===== config.mk =====
export PLATFORM = sky130hd
export DESIGN_NAME = hazard_ctrl
export DESIGN_NICKNAME = d
export VERILOG_FILES = /design/src/rtl/hazard_ctrl.sv
export SDC_FILE = /design/constraint.sdc
export NUM_CORES = 1
export LEC_CHECK = 0
export ABC_AREA = 0
export BUFFER_PORTS_ARGS = -buffer_cell sky130_fd_sc_hd__buf_2
export CAP_MARGIN = 20
export CORE_MARGIN = 3
export CORE_UTILIZATION = 49
export DETAILED_ROUTE_END_ITERATION = 16
export PLACE_DENSITY = 0.78
export SKIP_CTS_REPAIR_TIMING = 1
export SYNTH_ARGS = -nofsm -noshare
export SYNTH_HDL_FRONTEND = slang
export SYNTH_SLANG_ARGS = --single-unit

===== constraint.sdc =====
create_clock -name clk -period 2.8 [get_ports clk]
set_input_delay 0.14 -clock clk [delete_from_list [all_inputs] [get_ports clk]]
set_output_delay 0.14 -clock clk [all_outputs]
set_load 0.05 [all_outputs]

===== src/rtl/hazard_ctrl.sv =====
// Hazard controller for the 5-stage MIPS core: load-use and branch-operand stalls,
// MDU busy interlock, IF/ID flush on taken branch/jump, and a saturating stall counter.
module hazard_ctrl #(
    parameter int MULT_CYCLES = 4,
    parameter int DIV_CYCLES  = 12,
    parameter int CNT_W       = 5,
    parameter int PERF_W      = 16
) (
    input  logic              clk,
    input  logic              reset,
    input  logic [4:0]        IFID_RegisterRs,
    input  logic [4:0]        IFID_RegisterRt,
    input  logic              IFID_UsesRt,
    input  logic              IFID_Branch,
    input  logic              IFID_ReadsHiLo,
    input  logic              IFID_MduOp,
    input  logic              IDEX_MemRead,
    input  logic              IDEX_RegWrite,
    input  logic [4:0]        IDEX_RegisterRt,
    input  logic [4:0]        IDEX_RegisterRd,
    input  logic              EXMEM_MemRead,
    input  logic [4:0]        EXMEM_RegisterRd,
    input  logic              mdu_start,
    input  logic              mdu_is_div,
    input  logic              BranchTaken,
    input  logic              Jump,
    output logic              PCWrite,
    output logic              IFIDWrite,
    output logic              IFID_Flush,
    output logic              IDEX_Bubble,
    output logic              mdu_busy,
    output logic              mdu_done,
    output logic [PERF_W-1:0] stall_cycles
);

    // state  | meaning
    // RUN    | normal issue; data hazards evaluated each cycle
    // BR_LD2 | second stall cycle of a branch waiting on a load result
    typedef enum logic {RUN = 1'b0, BR_LD2 = 1'b1} state_t;

    state_t              state_q, state_d;
    logic [CNT_W-1:0]    mdu_cnt_q, mdu_cnt_d;
    logic [PERF_W-1:0]   stall_cnt_q, stall_cnt_d;

    logic busy_int, mdu_stall, br_ld_ex, load_use, br_alu, br_ld_mem, data_stall, stall;

    // $zero never creates a dependency
    function automatic logic reg_match(input logic [4:0] src, input logic [4:0] dst);
        return (src != 5'd0) && (src == dst);
    endfunction

    always_comb begin
        busy_int  = (mdu_cnt_q != '0);
        mdu_stall = busy_int && (IFID_ReadsHiLo || IFID_MduOp);

        br_ld_ex  = IFID_Branch && IDEX_MemRead &&
                    (reg_match(IFID_RegisterRs, IDEX_RegisterRt) ||
                     reg_match(IFID_RegisterRt, IDEX_RegisterRt));
        load_use  = !IFID_Branch && IDEX_MemRead &&
                    (reg_match(IFID_RegisterRs, IDEX_RegisterRt) ||
                     (IFID_UsesRt && reg_match(IFID_RegisterRt, IDEX_RegisterRt)));
        br_alu    = IFID_Branch && IDEX_RegWrite &&
                    (reg_match(IFID_RegisterRs, IDEX_RegisterRd) ||
                     reg_match(IFID_RegisterRt, IDEX_RegisterRd));
        br_ld_mem = IFID_Branch && EXMEM_MemRead &&
                    (reg_match(IFID_RegisterRs, EXMEM_RegisterRd) ||
                     reg_match(IFID_RegisterRt, EXMEM_RegisterRd));

        data_stall = (state_q == RUN) && (br_ld_ex || load_use || br_alu || br_ld_mem);
        stall      = mdu_stall || (state_q == BR_LD2) || data_stall;

        // an MDU interlock freezes the hazard FSM so a pending BR_LD2 is not lost
        if (mdu_stall)
            state_d = state_q;
        else if (state_q == BR_LD2)
            state_d = RUN;
        else if (br_ld_ex)
            state_d = BR_LD2;
        else
            state_d = RUN;

        if (mdu_start)
            mdu_cnt_d = mdu_is_div ? CNT_W'(DIV_CYCLES - 1) : CNT_W'(MULT_CYCLES - 1);
        else if (busy_int)
            mdu_cnt_d = mdu_cnt_q - CNT_W'(1);
        else
            mdu_cnt_d = mdu_cnt_q;

        if (stall && (stall_cnt_q != '1))
            stall_cnt_d = stall_cnt_q + PERF_W'(1);
        else
            stall_cnt_d = stall_cnt_q;
    end

    always_comb begin
        if (reset) begin
            PCWrite     = 1'b0;
            IFIDWrite   = 1'b0;
            IDEX_Bubble = 1'b1;
            IFID_Flush  = 1'b1;
            mdu_busy    = 1'b0;
            mdu_done    = 1'b0;
        end else begin
            PCWrite     = !stall;
            IFIDWrite   = !stall;
            IDEX_Bubble = stall;
            IFID_Flush  = (BranchTaken || Jump) && !stall;
            mdu_busy    = busy_int;
            mdu_done    = (mdu_cnt_q == CNT_W'(1)) && !mdu_start;
        end
    end

    assign stall_cycles = stall_cnt_q;

    always_ff @(posedge clk or posedge reset) begin
        if (reset) begin
            state_q     <= RUN;
            mdu_cnt_q   <= '0;
            stall_cnt_q <= '0;
        end else begin
            state_q     <= state_d;
            mdu_cnt_q   <= mdu_cnt_d;
            stall_cnt_q <= stall_cnt_d;
        end
    end

endmodule

* After elaboration in Yosys (flattened, before gate mapping)
Cells that the tools add are included.
** Storage, ports and cells
- Flip-flop bits (word level) :: 22
- Output and inout bits :: 22
** Cells by class
- $add $sub $neg :: 2
- Equal/unequal tests :: 8
- Multiplexer cells :: 10
- Bitwise logic cells :: 1
- Reductions and logical operators :: 38
** Operator list (number)
- 5-bit == test :: 6
- 1-bit logical AND :: 20
- 16-bit by 1-bit adder with 16-bit output (second input constant) :: 1
- 16-bit != test (second input constant) :: 1
- 5-bit nonzero test :: 3
- 1-bit logical OR :: 11
- 5-bit two-way mux :: 2
- 1-bit two-way mux :: 7
- 5-bit by 1-bit == test with 1-bit output (second input constant) :: 1
- 5-bit by 1-bit subtractor with 5-bit output (second input constant) :: 1
- 4-bit two-way mux :: 1
- 1-bit zero test :: 3
- 2-bit nonzero test :: 1
- 1-bit inverter :: 1

* Depth between registers and ports, before layout
Gate-level depths: netlist of the first run.
- Depth in word-level cells :: 13
- Mapped depth :: 10

* Worst setup path after synthesis of the first run
No wires, ideal clock.
- Path kind :: register -> output
- Start point :: register mdu_cnt_q[2]
- End point :: output IDEX_Bubble
- Arrival time :: 2745 ps
- Data required time :: 2660 ps
- Path slack :: -85 ps
- Cell stages (with the launch flop) :: 9
- Path buffers :: 1
- Cells stage by stage :: dfrtp_1 -> nor3_1 -> and2_1 -> clkbuf_1 -> nor2_1 -> a2111oi_4 -> nand3_1 -> nor2_1 -> inv_1
** On the way
- Cells in the longest elaborated chain, start to end :: 5
** Ends and longest elaborated chain
- start: declaration :: line 42 : logic [CNT_W-1:0] mdu_cnt_q, mdu_cnt_d;
- start signal: assignment :: line 122 : mdu_cnt_q <= mdu_cnt_d;
- 5-bit nonzero test :: line 53 : busy_int = (mdu_cnt_q != '0);
- 1-bit logical AND :: line 54 : mdu_stall = busy_int && (IFID_ReadsHiLo || IFID_MduOp);
- 1-bit logical OR (2 in a row) :: line 70 : stall = mdu_stall || (state_q == BR_LD2) || data_stall;
- 1-bit two-way mux :: line 96 : if (reset) begin
- end: declaration :: line 30 : output logic IDEX_Bubble,
Every way passes these cells.

* Worst setup path in the final report of the first run
- Start point :: register mdu_cnt_q[2]
- End point :: output IFID_Flush
** On the way
- Cells in the longest elaborated chain, start to end :: 7
** Ends and longest elaborated chain
- 5-bit nonzero test :: line 53
- 1-bit logical AND :: line 54
- 1-bit logical OR (2 in a row) :: line 70
- 1-bit zero test :: line 107 : IFID_Flush = (BranchTaken || Jump) && !stall;
- 1-bit logical AND :: line 107
- 1-bit two-way mux :: line 96
- end: declaration :: line 29 : output logic IFID_Flush,
Every way passes these cells.

==> impl_metrics.env, run 1 <==
export IMPL_p_sw_mw=0.518
export IMPL_place_gp_congestion=0.766
export IMPL_use_met3_pct=3.39
export IMPL_hold_violations=0
export IMPL_syn_avg_cell_area_um2=9.74
export IMPL_yosys_most_used_dff="dfrtp_1"
export IMPL_die_h_um=63.3
export IMPL_ys_seq_elements=22
export IMPL_grt_pass1_vias=1348
export IMPL_yosysTopAreaCellShare_pct=34.3
export IMPL_critPathBufInv=1
export IMPL_grt_first_pass_wirelength_um=5940
export IMPL_dieWidth_um=63.3
export IMPL_grt_max_degree=24
export IMPL_power_frac_clock_pct=15.1
export IMPL_avgRoutedWirePerCell_um=12.8
export IMPL_antenna_left=0
export IMPL_synth_edf_count=0
export IMPL_vias_per_cell=5.11
export IMPL_leakage_nw=0.895
export IMPL_drv_slew=0
export IMPL_swShare_pct=45.3
export IMPL_hp_class="primary input to flop"
export IMPL_r2r_slack_ns=0.38
export IMPL_clkTransAtPathRegs_ns=0.11
export IMPL_pwr_share_comb_pct=45.9
export IMPL_pre_cts_ws_ns=0.364
export IMPL_yosysUniqueCellTypes=39
export IMPL_antenna_found_initial=0
export IMPL_drtIter0Drc=60
export IMPL_dpl_hpwl_um=2830
export IMPL_critPathMaxStageDelay_ns=0.43
export IMPL_syn_inst=165
export IMPL_crit_type="flop to primary output"
export IMPL_top_usage_layer="met2"
export IMPL_cts_buffers_inserted=3
export IMPL_maxCapViolCount=0
export IMPL_met2_usage_pct=32.7
export IMPL_cp_start_kind="flop"
export IMPL_fin_crit_ns=2.57
export IMPL_setup_viol=0
export IMPL_fin_skew_ns=0.00807
export IMPL_nets=268
export IMPL_use_met1_pct=22.7
export IMPL_overflow=0
export IMPL_power_density_nw_per_um2=575
export IMPL_syn_area_um2=1610
export IMPL_syn_nets=207
export IMPL_grt_usage_pct=18.5
export IMPL_peakVddDrop_mv=0.506
export IMPL_timing_critical_path_to="IFID_Flush"
export IMPL_die_area_um2=4000
export IMPL_drt_wl_total_um=3440
export IMPL_fin_crit_sh_pct=91.7
export IMPL_max_freq_mhz=390
export IMPL_cp_required_ns=2.66
export IMPL_drive_gt1_share_pct=36.0
export IMPL_clock_path_buffers=2
export IMPL_seq_power_share_pct=39.0
export IMPL_fin_ws_ns=0.233
export IMPL_slew_headroom_pct=45.5
export IMPL_cts_tree="yes"
export IMPL_initial_utilization_pct=51.8
export IMPL_rsz0062_at_grt="no"
export IMPL_critPathTopFamily="simple AND/OR/NAND/NOR gates"
export IMPL_min_from="mdu_is_div"
export IMPL_core_um2=3100
export IMPL_cts_sinks=22
export IMPL_yosysTopAreaCell="dfrtp_1"
export IMPL_cp_startpoint="mdu_cnt_q[2]"
export IMPL_whs_ns=0.0393
export IMPL_status="finished clean"
export IMPL_io_buffers=59
export IMPL_synth_area_leaders="dfrtp_1 (34%), xnor2_1 (19%), xor2_1 (6.0%), nand3_2 (3.7%), nand2_1 (3.3%)"
export IMPL_arrival_ns=2.43
export IMPL_vias=1375
export IMPL_path_cells="nor3_1 -> and2_1 -> nor2_1 -> a2111oi_4 -> nand3_2 -> o21ai_1 -> buf_2"
export IMPL_fin_setup_tns_ns=0
export IMPL_htree_num_levels=1
export IMPL_synthArstFlopShare_pct=100
export IMPL_drc_errors=0
export IMPL_reg2reg_to="stall_cycles[1]"
export IMPL_rr_startpoint="mdu_cnt_q[2]"
export IMPL_path_depth=7
export IMPL_clock_latency_ns=0.31
export IMPL_std_cell_rows=20
export IMPL_area_growth_pct=23.8
export IMPL_synth_warnings=0
export IMPL_drt_pass1_iter_count=4
export IMPL_end_kind="primary output"
export IMPL_p_int_mw=0.626
export IMPL_path_max_fanout=5
export IMPL_synth_seq_area_share_pct=34.3
export IMPL_root_buffer="clkbuf_4"
export IMPL_io_pins=60
export IMPL_r2r_cells=6
export IMPL_antenna_cells=0
export IMPL_worst_pin_slew_ns=0.815
export IMPL_crit_path_top_delay_cell="dfrtp_1"
-- per-stage QoR --
stage / instance area, µm² / cells / util [%] / total power [mW]
global placement: 1940 / 264 / 62.4 / 0.969
floorplan: 1610 / 165 / - / 0.841
finish: 1990 / 269 / 64.1 / 1.14
CTS: 1970 / 268 / 63.6 / 1.15
detailed placement: 1940 / 264 / 62.4 / 0.979
global route: 1990 / 269 / 64.1 / 1.22
-- worst reg2reg max path, delay by kind of cell, from the launching register on --
| kind | cells | cell delay (ns) |
|---|---|---|
| and+or+nand+nor | 3 | 0.71 |
| muxes | 1 | 0.43 |
| AOI/OAI and AO/OA | 2 | 0.76 |
| DFF | 1 | 0.43 |
-- worst min path at each step --
stage	to	slack [ns]	cells past startpoint
floorplan	mdu_cnt_q[0]	0.14	1
global placement	mdu_cnt_q[3]	0.24	3
detailed placement	mdu_cnt_q[3]	0.24	3
CTS	mdu_cnt_q[1]	-0.11	3
global route	mdu_cnt_q[3]	0.04	3
finish	mdu_cnt_q[3]	0.04	3
-- layout make-up --
cell class / count / area, µm²
timing repair buffer: 61 / 313
fill: 284 / 1110
sequential: 22 / 551
clock buffer: 4 / 36.3
multi-input combinational: 133 / 1010
tap: 44 / 55.1
inverter: 5 / 18.8
-- cells in the final DEF, fill, tap and decap left out, drive strengths merged --
master,netlist,routed
buf,3,60
xnor2,34,34
dfrtp,22,22
nand2,14,14
nand3,14,14
nor2,12,12
xor2,11,11
nand4,6,6
inv,5,5
and3,5,5
nor4,5,5
nor3,4,4
ha,4,4
clkbuf,2,4
o211ai,3,3
mux2,3,3
and2,2,2
o31ai,2,2
and4,2,2
or4,2,2
or3,1,1
a21oi,1,1
nand2b,1,1
a21o,1,1
o21a,1,1
nor4b,1,1
a2111oi,1,1
a31oi,1,1
o21ai,1,1
mux2i,1,1
dlygate4sd3,0,1
-- Yosys cell counts (all sizes together) (3+ instances only) --
master and instances:
and3 5, xnor2 34, ha 4, dfrtp 22
nand2 14, mux2 3, nor4 5, xor2 11
nand3 14, o211ai 3, nor2 12, inv 5
nor3 4, buf 3, nand4 6
-- layer usage --
| metal | vias to the layer above | part of all wire [%] |
|---|---|---|
| met2 | 38 | 50 |
| met5 | - | 0 |
| met3 | 2 | 4.8 |
| met1 | 640 | 44 |
| met4 | 0 | 1.0 |
| li1 | 695 | - |
-- state kept, by name (all words and copies together), names as in the netlist --
signal,cells
state_q,1
stall_cycles,16
mdu_cnt_q,5
-- power groups by stage --
stage / sequential [mW] / combinational, mW / clock [mW]
4_1_cts: 0.447 / 0.528 / 0.179
3_5_place_dp: 0.452 / 0.527 / 0
6_report: 0.446 / 0.524 / 0.173
2_1_floorplan: 0.615 / 0.226 / 0
3_3_place_gp: 0.453 / 0.516 / 0
5_1_grt: 0.460 / 0.565 / 0.191
-- logic make-up (layout without fill, tap and decap cells) --
family	after synthesis	in the layout	share of synthesized area, %
XOR/XNOR	45	45	24.5
buffers and inverters	10	70	3.04
flip-flops	22	22	34.3
adder cells (fa/ha/maj)	4	4	3.12
multiplexers	4	4	2.73
AO/OA/AOI/OAI	11	11	6.39
AND/OR/NAND/NOR	69	69	25.9
Note: power is estimated with default switching activity, not from simulation.
==> run 2, diff against run 1 <==
--- a/config.mk
+++ b/config.mk
@@ -11,7 +11,7 @@
 export CORE_MARGIN = 3
 export CORE_UTILIZATION = 49
 export DETAILED_ROUTE_END_ITERATION = 16
-export PLACE_DENSITY = 0.78
+export PLACE_DENSITY = 0.84
 export SKIP_CTS_REPAIR_TIMING = 1
 export SYNTH_ARGS = -nofsm -noshare
 export SYNTH_HDL_FRONTEND = slang
==> run 2 against run 1 <==
Compared with the run above:
- non-clock buffer count did not move
- clock skew fell by 0.0031 ns
- setup slack got worse by 0.026 ns
- via count rose by 2.5%
- core utilization rose by 0.52 points
- sequential share of layout area fell by 0.22 points
- cell count did not move
- cell area rose by 0.82%
- flip-flop and latch count did not move
- total power rose by 6.9%
- die area did not move
- maximum frequency fell by 1.0%
- critical endpoint unchanged
==> impl_metrics.env, run 2 (synthesized netlist as in run 1, its figures left out) <==
export IMPL_status="finished clean"
export IMPL_grt_pass1_vias=1482
export IMPL_pre_cts_ws_ns=0.409
export IMPL_cp_required_ns=2.66
export IMPL_seq_power_share_pct=36.9
export IMPL_min_from="mdu_is_div"
export IMPL_cts_sinks=22
export IMPL_p_int_mw=0.690
export IMPL_drtIter0Drc=25
export IMPL_dpl_hpwl_um=3080
export IMPL_rsz0062_at_grt="no"
export IMPL_dp_cells=264
export IMPL_fin_area_um2=2000
export IMPL_hold_violations=0
export IMPL_max_freq_mhz=386
export IMPL_cp_start_kind="flop"
export IMPL_swShare_pct=43.5
export IMPL_root_buffer="clkbuf_4"
export IMPL_cts_buffers_inserted=3
export IMPL_maxCapViolCount=0
export IMPL_antenna_cells=0
export IMPL_critPathMaxStageDelay_ns=0.43
export IMPL_path_cells="nor3_1 -> and2_1 -> nor2_1 -> a2111oi_4 -> nand3_2 -> o21ai_1 -> buf_2"
export IMPL_slew_headroom_pct=43.7
export IMPL_io_pins=60
export IMPL_path_max_fanout=5
export IMPL_fin_setup_tns_ns=0
export IMPL_antenna_left=0
export IMPL_crit_type="flop to primary output"
export IMPL_fin_skew_ns=0.00494
export IMPL_hp_class="primary input to flop"
export IMPL_end_kind="primary output"
export IMPL_reg2reg_to="stall_cycles[6]"
export IMPL_grt_max_degree=23
export IMPL_rr_startpoint="mdu_cnt_q[0]"
export IMPL_crit_path_top_delay_cell="dfrtp_1"
export IMPL_r2r_cells=8
export IMPL_area_growth_pct=24.8
export IMPL_vias=1410
export IMPL_clock_path_buffers=2
export IMPL_grt_first_pass_wirelength_um=6380
export IMPL_place_area_um2=1940
export IMPL_p_sw_mw=0.532
export IMPL_nets=268
export IMPL_drv_slew=0
export IMPL_drt_wl_total_um=3700
export IMPL_largest_reg_flops=16
export IMPL_vias_per_cell=5.24
export IMPL_setup_viol=0
export IMPL_avgRoutedWirePerCell_um=13.8
export IMPL_die_area_um2=4000
export IMPL_fin_ws_ns=0.207
export IMPL_overflow=0
export IMPL_worst_pin_slew_ns=0.841
export IMPL_initial_utilization_pct=51.8
export IMPL_r2r_slack_ns=0.34
export IMPL_hold_depth=3
export IMPL_whs_endpoint="mdu_cnt_q[3]"
export IMPL_wl_met1_um=1510
export IMPL_std_cell_rows=20
export IMPL_drc_errors=0
export IMPL_antenna_found_initial=0
export IMPL_io_buffers=59
export IMPL_wl_met3_um=213
export IMPL_peakVddDrop_mv=0.367
export IMPL_fin_crit_sh_pct=92.6
export IMPL_power_density_nw_per_um2=610
export IMPL_clkTransAtPathRegs_ns=0.12
export IMPL_place_gp_congestion=0.831
export IMPL_final_common_cell="buf_2"
export IMPL_layout_common_cells="buf_2 (59), xnor2_1 (34), dfrtp_1 (22), nand2_1 (14), xor2_1 (11)"
export IMPL_pwr_share_comb_pct=43.0
export IMPL_cts_tree="yes"
export IMPL_power_frac_clock_pct=20.1
export IMPL_leakage_nw=0.902
export IMPL_clock_latency_ns=0.31
export IMPL_die_h_um=63.3
export IMPL_wl_met2_um=1890
export IMPL_grt_usage_pct=19.7
export IMPL_instances_no_fill=269
export IMPL_core_um2=3100
export IMPL_drive_gt1_share_pct=36.0
export IMPL_drt_pass1_iter_count=4
export IMPL_arrival_ns=2.45
export IMPL_top_layer_used="met4"
export IMPL_dieWidth_um=63.3
export IMPL_fin_crit_ns=2.59
export IMPL_htree_num_levels=1
==> run 2: cell types whose count changed in the layout (fill, tap and decap cells not counted) <==
| cell | delta |
|---|---|
| clkbuf_8 | -1 |
| bufinv_16 | +1 |
==> run 2: per-layer routing <==
layer / vias up / global-route usage, %
met5: - / 0
met4: 0 / 9.43
met3: 6 / 2.32
met2: 49 / 36.5
met1: 666 / 22.3
li1: 689 / -
==> run 2: cell type report <==
| cell class | instances | area [µm²] |
|---|---|---|
| timing repair buffer | 61 | 313 |
| clock buffer | 3 | 22.5 |
| inverter | 5 | 18.8 |
| tap | 44 | 55.1 |
| sequential | 22 | 551 |
| clock inverter | 1 | 30.0 |
| fill | 287 | 1100 |
| multi-input combinational | 133 | 1010 |
==> run 2: worst max path at each step <==
| stage | from | end | slack (ns) | cells past startpoint |
|---|---|---|---|---|
| 3_3_place_gp | mdu_cnt_q[0] | stall_cycles[1] | 0.48 | 7 |
| 2_1_floorplan | mdu_cnt_q[2] | IDEX_Bubble | 0.24 | 8 |
| 3_5_place_dp | mdu_cnt_q[0] | stall_cycles[6] | 0.41 | 8 |
| 4_1_cts | mdu_cnt_q[2] | IFIDWrite | 0.18 | 7 |
| 5_1_grt | mdu_cnt_q[0] | IFID_Flush | 0.07 | 8 |
| 6_report | mdu_cnt_q[2] | IFID_Flush | 0.21 | 7 |
==> run 2: per-stage QoR <==
| step | util, % | total power, mW | hold slack [ns] |
|---|---|---|---|
| finish | 64.6 | 1.22 | 0.0455 |
| global route | 64.6 | 1.29 | 0.0531 |
| floorplan | - | 0.841 | 0.136 |
| global placement | 62.4 | 0.968 | 0.251 |
| CTS | 64.1 | 1.22 | -0.0988 |
| detailed placement | 62.4 | 0.981 | 0.252 |
==> run 2: power groups by stage <==
stage          clock network, mW  registers, mW  logic, mW
2_1_floorplan                  0          0.615      0.226
3_3_place_gp                   0          0.451      0.517
3_5_place_dp                   0          0.454      0.527
4_1_cts                    0.248          0.449      0.528
5_1_grt                    0.260          0.462      0.571
6_report                   0.246          0.451      0.526
==> run 2: worst max-delay path: cells and delay by family, from the launching register on <==
| family | cells | cell delay (ns) |
|---|---|---|
| buffers and inverters | 1 | 0.27 |
| AOI/OAI and AO/OA | 2 | 0.52 |
| DFF | 1 | 0.43 |
| and+or+nand+nor | 4 | 0.92 |
==> run 3, diff against run 2 <==
--- a/config.mk
+++ b/config.mk
@@ -8,9 +8,10 @@
 export ABC_AREA = 0
 export BUFFER_PORTS_ARGS = -buffer_cell sky130_fd_sc_hd__buf_2
 export CAP_MARGIN = 20
-export CORE_MARGIN = 3
+export CORE_MARGIN = 4
 export CORE_UTILIZATION = 49
 export DETAILED_ROUTE_END_ITERATION = 16
+export MAX_ROUTING_LAYER = met4
 export PLACE_DENSITY = 0.84
 export SKIP_CTS_REPAIR_TIMING = 1
 export SYNTH_ARGS = -nofsm -noshare
==> constraint.sdc (replaced) <==
create_clock -name clk -period 2.8 [get_ports clk]
set_input_delay 0.14 -clock clk [delete_from_list [all_inputs] [get_ports clk]]
set_output_delay 0.14 -clock clk [all_outputs]
set_load 0.02 [all_outputs]
==> run 3 against run 2 <==
Compared with the run above:
- routed wire length decreased by 1.3%
- core utilization is 0.081 points higher
- non-clock buffer count stayed put
- largest cell class unchanged
==> impl_metrics.env, run 3 (synthesized netlist as in run 1, its figures left out) <==
export IMPL_status="finished clean"
export IMPL_cp_required_ns=2.66
export IMPL_critPathBufInv=3
export IMPL_rsz0062_at_grt="no"
export IMPL_hp_class="primary input to flop"
export IMPL_vias=1428
export IMPL_critPathMaxStageDelay_ns=0.43
export IMPL_grt_first_pass_wirelength_um=6190
export IMPL_fin_crit_ns=2.50
export IMPL_fin_area_um2=2010
export IMPL_total_power_mw=1.09
export IMPL_place_gp_congestion=0.878
export IMPL_nets=268
export IMPL_arrival_ns=2.36
export IMPL_regArea_um2=551
export IMPL_std_cell_rows=20
export IMPL_htree_num_levels=1
export IMPL_largest_reg_flops=16
export IMPL_drtIter0Drc=65
export IMPL_nFillCells=268
export IMPL_maxCapViolCount=0
export IMPL_drt_pass1_iter_count=4
export IMPL_die_area_um2=4260
export IMPL_end_kind="primary output"
export IMPL_overflow=0
export IMPL_multi_input_area_um2=1020
export IMPL_drive_gt1_share_pct=36.0
export IMPL_area_growth_pct=24.9
export IMPL_path_cells="inv_1 -> ha_1 -> and2_1 -> nor2_1 -> a2111oi_4 -> nand3_2 -> nor2_1 -> inv_1 -> buf_2"
export IMPL_grt_pass1_vias=1370
export IMPL_cts_tree="yes"
export IMPL_io_pins=60
export IMPL_cts_buffers_inserted=3
export IMPL_power_density_nw_per_um2=544
export IMPL_avgRoutedWirePerCell_um=13.6
export IMPL_clock_path_buffers=2
export IMPL_cts_sinks=22
export IMPL_root_buffer="clkbuf_4"
export IMPL_dp_cells=264
export IMPL_worst_pin_slew_ns=0.863
export IMPL_peakVddDrop_mv=0.362
export IMPL_crit_type="flop to primary output"
export IMPL_core_um2=3100
export IMPL_clkTransAtPathRegs_ns=0.12
export IMPL_fin_skew_ns=0.00619
export IMPL_layout_common_cells="buf_2 (59), xnor2_1 (34), dfrtp_1 (22), nand2_1 (14), xor2_1 (11)"
export IMPL_hold_violations=0
export IMPL_io_buffers=59
export IMPL_antenna_cells=0
export IMPL_die_h_um=65.3
export IMPL_clock_latency_ns=0.31
export IMPL_grt_usage_pct=18.7
export IMPL_finish_utilization_pct=64.7
export IMPL_antenna_left=0
export IMPL_slew_headroom_pct=42.3
export IMPL_initial_utilization_pct=51.8
export IMPL_path_max_fanout=5
export IMPL_drt_wl_total_um=3650
export IMPL_fin_crit_sh_pct=89.4
export IMPL_drv_slew=0
export IMPL_vias_per_cell=5.31
export IMPL_dieWidth_um=65.3
export IMPL_final_common_cell="buf_2"
export IMPL_critPathTopFamily="simple AND/OR/NAND/NOR gates"
export IMPL_place_area_um2=1930
export IMPL_setup_viol=0
export IMPL_cp_start_kind="flop"
export IMPL_crit_path_top_delay_cell="dfrtp_1"
export IMPL_fin_setup_tns_ns=0
export IMPL_drc_errors=0
export IMPL_max_freq_mhz=400
export IMPL_leakage_nw=0.905
export IMPL_antenna_found_initial=0
export IMPL_grt_max_degree=24
export IMPL_dpl_hpwl_um=3040
export IMPL_instances_no_fill=269
## run 3: cell counts in the layout (fill, tap and decap cells not counted)
No cell type changed its count.
## run 3: worst reg2reg max path: cells and delay by family (launching register included)
kind            cells  cell delay (ns)
flops               1             0.41
simple gates        3             0.72
fa+ha+maj           1             0.22
buf+inv             1             0.10
compound gates      2             0.77
xor+xnor            1             0.17
## run 3: layout make-up
type	instances	share of cell area [%]
timing repair buffer	61	15.6
multi-input combinational	133	50.7
tap	44	2.74
inverter	5	0.935
sequential	22	27.4
clock buffer	3	1.12
clock inverter	1	1.50
## run 3: power by group
part           internal (mW)  switching (mW)
logic                  0.170           0.229
clock network          0.145          0.0966
registers              0.377          0.0754
## run 3: worst paths after layout
kind	startpoint	end	slack [ns]	cells after the start
setup / recovery	mdu_cnt_q[0]	IDEX_Bubble	0.30	9
hold / removal	mdu_is_div	mdu_cnt_q[3]	0.03	3
setup reg to reg	mdu_cnt_q[0]	stall_cycles[6]	0.32	8
hold reg to reg	stall_cycles[6]	stall_cycles[6]	0.52	1
max in group asynchronous	reset	stall_cycles[0]	2.15	4
min in group asynchronous	reset	stall_cycles[12]	0.43	4
## run 3: per-stage QoR
step	hold WS, ns	setup slack [ns]
after CTS	-0.111	0.207
after global routing	0.0257	0.0805
final	0.0344	0.297
after global placement	0.231	0.467
after detailed placement	0.231	0.362
after floorplan	0.136	0.523
## run 3: layer usage
layer	vias to the layer above	part of all wire, %	GRT usage [%]
met3	6	6.6	2.39
met5	-	0	-
met1	674	40	21.9
li1	693	-	-
met2	55	51	32.9
met4	0	1.9	6.99
